`config.mk`:
```
export PLATFORM = sky130hd
export DESIGN_NAME = mm_cmd_sequencer
export DESIGN_NICKNAME = d
export VERILOG_FILES = /design/src/rtl/mm_cmd_sequencer.sv
export SDC_FILE = /design/constraint.sdc
export NUM_CORES = 1
export LEC_CHECK = 0
export CORE_AREA = 4 4 212 214
export DETAILED_ROUTE_END_ITERATION = 8
export DIE_AREA = 0 0 216 218
export PLACE_DENSITY = 0.67
export SYNTH_ARGS = -nofsm -noshare
export SYNTH_HDL_FRONTEND = slang
export SYNTH_SLANG_ARGS = --single-unit
```
`constraint.sdc`:
```
create_clock -name clk -period 5.1 [get_ports clk]
set_input_delay 0.765 -clock clk [delete_from_list [all_inputs] [get_ports clk]]
set_output_delay 0.765 -clock clk [all_outputs]
set_load 0.005 [all_outputs]
```
`src/rtl/mm_cmd_sequencer.sv`:
```
// AXI4 memory-mapped master sequencer: turns CSR command pulses into one write and one read
// burst at a time, drives a counting write pattern and reports status and captured beats.
module mm_cmd_sequencer #(
  parameter int unsigned DATA_WIDTH = 64,
  parameter int unsigned ADDR_WIDTH = 32
) (
  input  logic                    clk,
  input  logic                    rst_n,
  input  logic                    aximm_wr,
  input  logic                    aximm_rd,
  input  logic [7:0]              aximm_rw_length,
  input  logic [1:0]              aximm_rw_burst,
  input  logic [2:0]              aximm_rw_size,
  input  logic [ADDR_WIDTH-1:0]   aximm_rw_addr,
  output logic                    awvalid,
  input  logic                    awready,
  output logic [ADDR_WIDTH-1:0]   awaddr,
  output logic [7:0]              awlen,
  output logic [2:0]              awsize,
  output logic [1:0]              awburst,
  output logic                    wvalid,
  input  logic                    wready,
  output logic [DATA_WIDTH-1:0]   wdata,
  output logic [DATA_WIDTH/8-1:0] wstrb,
  output logic                    wlast,
  input  logic                    bvalid,
  output logic                    bready,
  input  logic [1:0]              bresp,
  output logic                    arvalid,
  input  logic                    arready,
  output logic [ADDR_WIDTH-1:0]   araddr,
  output logic [7:0]              arlen,
  output logic [2:0]              arsize,
  output logic [1:0]              arburst,
  input  logic                    rvalid,
  output logic                    rready,
  input  logic [DATA_WIDTH-1:0]   rdata,
  input  logic [1:0]              rresp,
  input  logic                    rlast,
  output logic                    write_complete,
  output logic                    read_complete,
  output logic                    wr_busy,
  output logic                    rd_busy,
  output logic                    resp_error,
  output logic                    cmd_overrun,
  output logic [DATA_WIDTH-1:0]   data_out_first,
  output logic [DATA_WIDTH-1:0]   data_out_last,
  output logic                    data_out_first_valid,
  output logic                    data_out_last_valid,
  output logic [DATA_WIDTH-1:0]   data_in_first,
  output logic [DATA_WIDTH-1:0]   data_in_last,
  output logic                    data_in_first_valid,
  output logic                    data_in_last_valid
);

  localparam int unsigned Lanes = DATA_WIDTH / 32;

  typedef enum logic [1:0] {WIdle, WAddr, WData, WResp} w_state_e;
  typedef enum logic [1:0] {RIdle, RAddr, RData} r_state_e;

  w_state_e w_state_q, w_state_d;
  r_state_e r_state_q, r_state_d;

  logic                  awvalid_q, awvalid_d, wvalid_q, wvalid_d, wlast_q, wlast_d;
  logic                  bready_q, bready_d, arvalid_q, arvalid_d, rready_q, rready_d;
  logic [ADDR_WIDTH-1:0] awaddr_q, awaddr_d, araddr_q, araddr_d;
  logic [7:0]            awlen_q, awlen_d, arlen_q, arlen_d;
  logic [2:0]            awsize_q, awsize_d, arsize_q, arsize_d;
  logic [1:0]            awburst_q, awburst_d, arburst_q, arburst_d;
  logic [DATA_WIDTH-1:0] wdata_q, wdata_d;
  logic [8:0]            w_beat_q, w_beat_d, r_beat_q, r_beat_d;
  logic [23:0]           pat_q, pat_d;
  logic                  wr_busy_q, wr_busy_d, rd_busy_q, rd_busy_d;
  logic                  wcomp_q, wcomp_d, rcomp_q, rcomp_d;
  logic                  resp_err_q, resp_err_d, overrun_q, overrun_d;
  logic [DATA_WIDTH-1:0] dof_q, dof_d, dol_q, dol_d, dif_q, dif_d, dil_q, dil_d;
  logic                  dofv_q, dofv_d, dolv_q, dolv_d, difv_q, difv_d, dilv_q, dilv_d;

  logic w_accept, r_accept, w_hs, r_hs, b_hs, b_err, r_err;

  // Each 32-bit lane carries its lane index above the shared 24-bit counter.
  function automatic logic [DATA_WIDTH-1:0] pattern(input logic [23:0] cnt);
    logic [DATA_WIDTH-1:0] res;
    res = '0;
    for (int i = 0; i < Lanes; i++) begin
      res[i*32 +: 32] = {8'(i), cnt};
    end
    return res;
  endfunction

  assign w_accept = aximm_wr && (w_state_q == WIdle);
  assign r_accept = aximm_rd && !aximm_wr && (r_state_q == RIdle);
  assign w_hs     = wvalid_q && wready;
  assign r_hs     = rready_q && rvalid;
  assign b_hs     = bready_q && bvalid;
  assign b_err    = b_hs && (bresp != 2'b00);
  assign r_err    = r_hs && ((rresp != 2'b00) ||
                             (rlast && (r_beat_q != {1'b0, arlen_q})) ||
                             (!rlast && (r_beat_q == {1'b0, arlen_q})));

  // Write engine
  always_comb begin
    w_state_d = w_state_q;
    awvalid_d = awvalid_q;
    awaddr_d  = awaddr_q;
    awlen_d   = awlen_q;
    awsize_d  = awsize_q;
    awburst_d = awburst_q;
    wvalid_d  = wvalid_q;
    wlast_d   = wlast_q;
    wdata_d   = wdata_q;
    bready_d  = bready_q;
    w_beat_d  = w_beat_q;
    pat_d     = pat_q;
    wr_busy_d = wr_busy_q;
    unique case (w_state_q)
      WIdle: begin
        if (aximm_wr) begin
          w_state_d = WAddr;
          awvalid_d = 1'b1;
          awaddr_d  = aximm_rw_addr;
          awlen_d   = aximm_rw_length;
          awsize_d  = aximm_rw_size;
          awburst_d = aximm_rw_burst;
          wr_busy_d = 1'b1;
        end
      end
      WAddr: begin
        if (awready) begin
          w_state_d = WData;
          awvalid_d = 1'b0;
          wvalid_d  = 1'b1;
          w_beat_d  = '0;
          wlast_d   = (awlen_q == 8'd0);
          wdata_d   = pattern(pat_q);
        end
      end
      WData: begin
        if (wready) begin
          pat_d   = pat_q + 24'd1;
          wdata_d = pattern(pat_q + 24'd1);
          if (wlast_q) begin
            w_state_d = WResp;
            wvalid_d  = 1'b0;
            wlast_d   = 1'b0;
            bready_d  = 1'b1;
          end else begin
            w_beat_d = w_beat_q + 9'd1;
            wlast_d  = ((w_beat_q + 9'd1) == {1'b0, awlen_q});
          end
        end
      end
      WResp: begin
        if (bvalid) begin
          w_state_d = WIdle;
          bready_d  = 1'b0;
          wr_busy_d = 1'b0;
        end
      end
      default: w_state_d = WIdle;
    endcase
  end

  // Read engine
  always_comb begin
    r_state_d = r_state_q;
    arvalid_d = arvalid_q;
    araddr_d  = araddr_q;
    arlen_d   = arlen_q;
    arsize_d  = arsize_q;
    arburst_d = arburst_q;
    rready_d  = rready_q;
    r_beat_d  = r_beat_q;
    rd_busy_d = rd_busy_q;
    unique case (r_state_q)
      RIdle: begin
        if (r_accept) begin
          r_state_d = RAddr;
          arvalid_d = 1'b1;
          araddr_d  = aximm_rw_addr;
          arlen_d   = aximm_rw_length;
          arsize_d  = aximm_rw_size;
          arburst_d = aximm_rw_burst;
          rd_busy_d = 1'b1;
        end
      end
      RAddr: begin
        if (arready) begin
          r_state_d = RData;
          arvalid_d = 1'b0;
          rready_d  = 1'b1;
          r_beat_d  = '0;
        end
      end
      RData: begin
        if (rvalid) begin
          // Saturate rather than wrap when the slave overruns the burst length.
          if (r_beat_q != 9'h1ff) r_beat_d = r_beat_q + 9'd1;
          if (rlast) begin
            r_state_d = RIdle;
            rready_d  = 1'b0;
            rd_busy_d = 1'b0;
          end
        end
      end
      default: r_state_d = RIdle;
    endcase
  end

  // Status flags and beat capture
  always_comb begin
    wcomp_d    = wcomp_q;
    rcomp_d    = rcomp_q;
    resp_err_d = resp_err_q;
    overrun_d  = (aximm_wr && (w_state_q != WIdle)) ||
                 (aximm_rd && (aximm_wr || (r_state_q != RIdle)));
    if (w_accept) wcomp_d = 1'b0;
    else if (b_hs) wcomp_d = 1'b1;
    if (r_accept) rcomp_d = 1'b0;
    else if (r_hs && rlast) rcomp_d = 1'b1;
    if (w_accept || r_accept) resp_err_d = 1'b0;
    if (b_err || r_err) resp_err_d = 1'b1;
    dofv_d = w_hs && (w_beat_q == 9'd0);
    dolv_d = w_hs && wlast_q;
    difv_d = r_hs && (r_beat_q == 9'd0);
    dilv_d = r_hs && rlast;
    dof_d  = dofv_d ? wdata_q : dof_q;
    dol_d  = dolv_d ? wdata_q : dol_q;
    dif_d  = difv_d ? rdata : dif_q;
    dil_d  = dilv_d ? rdata : dil_q;
  end

  always_ff @(posedge clk or negedge rst_n) begin
    if (!rst_n) begin
      w_state_q  <= WIdle;
      r_state_q  <= RIdle;
      awvalid_q  <= 1'b0;
      awaddr_q   <= '0;
      awlen_q    <= '0;
      awsize_q   <= '0;
      awburst_q  <= '0;
      wvalid_q   <= 1'b0;
      wlast_q    <= 1'b0;
      wdata_q    <= '0;
      bready_q   <= 1'b0;
      w_beat_q   <= '0;
      pat_q      <= '0;
      wr_busy_q  <= 1'b0;
      arvalid_q  <= 1'b0;
      araddr_q   <= '0;
      arlen_q    <= '0;
      arsize_q   <= '0;
      arburst_q  <= '0;
      rready_q   <= 1'b0;
      r_beat_q   <= '0;
      rd_busy_q  <= 1'b0;
      wcomp_q    <= 1'b0;
      rcomp_q    <= 1'b0;
      resp_err_q <= 1'b0;
      overrun_q  <= 1'b0;
      dof_q      <= '0;
      dol_q      <= '0;
      dif_q      <= '0;
      dil_q      <= '0;
      dofv_q     <= 1'b0;
      dolv_q     <= 1'b0;
      difv_q     <= 1'b0;
      dilv_q     <= 1'b0;
    end else begin
      w_state_q  <= w_state_d;
      r_state_q  <= r_state_d;
      awvalid_q  <= awvalid_d;
      awaddr_q   <= awaddr_d;
      awlen_q    <= awlen_d;
      awsize_q   <= awsize_d;
      awburst_q  <= awburst_d;
      wvalid_q   <= wvalid_d;
      wlast_q    <= wlast_d;
      wdata_q    <= wdata_d;
      bready_q   <= bready_d;
      w_beat_q   <= w_beat_d;
      pat_q      <= pat_d;
      wr_busy_q  <= wr_busy_d;
      arvalid_q  <= arvalid_d;
      araddr_q   <= araddr_d;
      arlen_q    <= arlen_d;
      arsize_q   <= arsize_d;
      arburst_q  <= arburst_d;
      rready_q   <= rready_d;
      r_beat_q   <= r_beat_d;
      rd_busy_q  <= rd_busy_d;
      wcomp_q    <= wcomp_d;
      rcomp_q    <= rcomp_d;
      resp_err_q <= resp_err_d;
      overrun_q  <= overrun_d;
      dof_q      <= dof_d;
      dol_q      <= dol_d;
      dif_q      <= dif_d;
      dil_q      <= dil_d;
      dofv_q     <= dofv_d;
      dolv_q     <= dolv_d;
      difv_q     <= difv_d;
      dilv_q     <= dilv_d;
    end
  end

  assign awvalid              = awvalid_q;
  assign awaddr               = awaddr_q;
  assign awlen                = awlen_q;
  assign awsize               = awsize_q;
  assign awburst              = awburst_q;
  assign wvalid               = wvalid_q;
  assign wdata                = wdata_q;
  assign wstrb                = '1;
  assign wlast                = wlast_q;
  assign bready               = bready_q;
  assign arvalid              = arvalid_q;
  assign araddr               = araddr_q;
  assign arlen                = arlen_q;
  assign arsize               = arsize_q;
  assign arburst              = arburst_q;
  assign rready               = rready_q;
  assign write_complete       = wcomp_q;
  assign read_complete        = rcomp_q;
  assign wr_busy              = wr_busy_q;
  assign rd_busy              = rd_busy_q;
  assign resp_error           = resp_err_q;
  assign cmd_overrun          = overrun_q;
  assign data_out_first       = dof_q;
  assign data_out_last        = dol_q;
  assign data_out_first_valid = dofv_q;
  assign data_out_last_valid  = dolv_q;
  assign data_in_first        = dif_q;
  assign data_in_last         = dil_q;
  assign data_in_first_valid  = difv_q;
  assign data_in_last_valid   = dilv_q;

endmodule

```
==> qor.csv <==
metric,value,unit
ys_seq_area_frac,0.5700,
grt_pass1_wl,69.95,mm
cts_tree,done,
grt_start_max_net_pins,114,
report.final.hold_viol_count,0,
share_seq_of_total_power,0.386,
post_route_cells_drive_above_1_share,0.1482,
cts.clk_slew.worst_paths,50,ps
cts_buffers,41,
cts_max_level,2,
reg2reg_setup_slack,2400,ps
routed_via_density,4.745,
drtAntennaViolNets,0,
critical_path.cell_chain,clkdlybuf4s50_1 > nor2_1 > nand2_1 > nor2_4 > buf_4 > mux2_2,
cts-hold-fix-buffers,0,
netlist-cell-type-count,63,
syn_area_per_cell,11.21,sq um
route.detailed.wl_per_inst,18.81,microns
maxSlewViolCount,0,
cpMaxStageDelayCell,nor2_4,
r2r_cells,8,
cts_num_sinks,355,
p_leak,9.618,nW
die-area,47090,sq um
syn2layout_area_growth,39.38,%
die_w,216,microns
io_buffers,503,
power.combinational.fraction,0.365,
final_net_count,1944,
yosys_warnings,0,
clock_skew,25.07,ps
gr-usage-met3,0.06381,
post_route_minimum_period,2850,ps
worstSetupEndpointType,register,
grt_use_met2,0.3164,
ys_dominant_reg_cell,dfrtp_1,
synth_cells,1390,
routabilityCongestion,0.8184,
setup_total_negative_slack,0,ps
crit_path_start_kind,primary input,
measured_slew_at_the_worst_slew_check_pin,1007,ps
critical_path.max_fanout,34,
ir_worst_vdd,0.0003512,V
drt-pass1-iter-count,5,
finalCoreUtilization,0.5065,
gr-usage-met1,0.2257,
run_status,finished clean,
max-cap-violations,0,
final.hold.worst_slack,233.0,ps
relative_contribution_of_the_clock_network_to_total_power,0.249,
antenna_found_initial,1,
dp_hpwl,32.73,mm
worst-setup-path-type,in -> reg,
synth.ff_latch_count,355,
powerDensity,513.6,nW/um^2
drt-initial-drc-count,703,
grt_util_all_layers,0.1865,
share_of_total_power_consumed_by_net_switching,0.3032,
synth_enable_flop_cells,0,
die_height,218,microns
number_of_cells_upsized_or_downsized_after_cts,0,
asyncSetResetFlopFracSynth,1.000,
num_io_pins,557,
drc,0,
max_clock_freq,350.9,MHz
worst-endpoint-required,5520,ps
routed-via-count,11490,
overflow,0,
fillerInstances,3772,
maxSlewHeadroom,0.3286,
cts_max_path_buffers,3,
cts.root.buffer_cell,clkbuf_16,
switching_power,0.003382,W
routed_wirelength,45.53,mm
worst_hold_check_path_type,in -> async,
floorplan.initialDensity,0.3634,
globalRoute.busiestLayer,met2,
postCtsSetupBuffers,0,
rsz0062_at_grt,no,
report.final.setup_viol,0,
via_count_of_the_first_global_routing_pass,11980,
mappedNetlistArea,15590,sq um
core_area,42890,sq um
internal_power,0.007774,W
clkLatencyLatePin,550,ps
cpPeakStageDelay,770,ps
final_period_util,0.5588,
cp.arrival,3270,ps
placementRows,76,
-- metal layers --
layer  part of all wire  vias to the layer above
met2               0.50                      391
met5                  0                        -
li1                   -                     5328
met3              0.085                       65
met1               0.39                     5703
met4              0.024                        0
-- registers in the layout, indices dropped and copies added, names as in the netlist, 8 cells and up --
signal	count
data_in_first	64
data_in_last	64
araddr	32
awaddr	32
data_out_first	25
data_out_last	25
wdata	25
pat_q	24
r_beat_q	9
w_beat_q	9
arlen	8
awlen	8
-- worst paths after layout --
kind                                             start                             to
setup / recovery                              aximm_wr          araddr[4]$_DFFE_PN0P_
hold / removal                                   rst_n  data_out_last[46]$_DFFE_PN0P_
setup reg to reg              w_state_q[0]$_DFFE_PN0P_          wdata[55]$_DFFE_PN0P_
hold reg to reg            data_in_last[9]$_DFFE_PN0P_    data_in_last[9]$_DFFE_PN0P_
max in group asynchronous                        rst_n          wdata[34]$_DFFE_PN0P_
min in group clk           data_in_last[9]$_DFFE_PN0P_    data_in_last[9]$_DFFE_PN0P_
-- cell families (layout without fill, tap and decap cells) --
| family | count (synthesis) | after routing | synth area share |
|---|---|---|---|
| compound gates | 118 | 118 | 0.04857 |
| xor+xnor | 48 | 48 | 0.02697 |
| fa+ha+maj | 11 | 11 | 0.008830 |
| buf+inv | 208 | 602 | 0.08357 |
| flops | 355 | 355 | 0.5700 |
| mux | 179 | 179 | 0.1293 |
| other cells | 2 | 54 | 0.0004818 |
| simple gates | 469 | 469 | 0.1323 |
-- synth_stat cells (all sizes together), types with 11 or more instances --
| cell type | count | share of area |
|---|---|---|
| dfrtp | 355 | 0.57 |
| nand2 | 329 | 0.079 |
| mux2 | 179 | 0.13 |
| buf | 161 | 0.072 |
| nor2 | 45 | 0.011 |
| o21ai | 44 | 0.014 |
| clkbuf | 28 | 0.0068 |
| xnor2 | 28 | 0.016 |
| nand3 | 26 | 0.0090 |
| a21oi | 22 | 0.0071 |
| xor2 | 20 | 0.011 |
| inv | 19 | 0.0046 |
| nand4 | 18 | 0.0082 |
| ha | 11 | 0.0088 |
-- power groups by stage --
| stage | sequential [W] | combinational [W] | clock (W) |
|---|---|---|---|
| finish | 0.00431 | 0.00407 | 0.00278 |
| detailed placement | 0.00434 | 0.00411 | 0 |
| global placement | 0.00430 | 0.00407 | 0 |
| global route | 0.00443 | 0.00440 | 0.00299 |
| CTS | 0.00431 | 0.00414 | 0.00288 |
| floorplan | 0.00429 | 0.00167 | 0 |
-- area by class of cell --
type                    instances  area, sq um  share of cell area
flip-flops and latches        355         8884              0.4089
multi-input cells             878         5615              0.2585
repair buffers                515         5155              0.2373
clock buffers                  62         1216             0.05598
well taps                     585        732.0             0.03369
inverters                      19        71.32            0.003283
clock inverters                 6        47.55            0.002189
diodes                          1        2.502           0.0001152
-- critical path, delay by kind of cell --
family	cells	cell delay, ps
buffers and inverters	2	970
muxes	1	370
and+or+nand+nor	3	1140
-- cell usage in the layout (no fill, tap or decap), types with 17 or more instances in the layout --
| cell type | n |
|---|---|
| inv_1 | 17 |
| nand3_1 | 22 |
| clkbuf_16 | 42 |
| o21ai_0 | 43 |
| mux2_2 | 179 |
| clkdlybuf4s50_1 | 502 |
| nor2_1 | 42 |
| dfrtp_1 | 355 |
| conb_1 | 53 |
| nand4_1 | 17 |
| a21oi_1 | 22 |
| nand2_1 | 327 |
| xnor2_1 | 28 |
| xor2_1 | 20 |
-- per-stage QoR --
step | total power (W) | area (sq um) | std cells | setup slack (ps)
after floorplan | 0.005964 | 15780 | 1441 | 3156
after global placement | 0.008366 | 20460 | 2352 | 1687
after detailed placement | 0.008455 | 20460 | 2352 | 1639
after CTS | 0.01133 | 21720 | 2420 | 2239
after global routing | 0.01182 | 21720 | 2421 | 2101
final | 0.01116 | 21720 | 2421 | 2250
(Power assumes the default switching activity.)
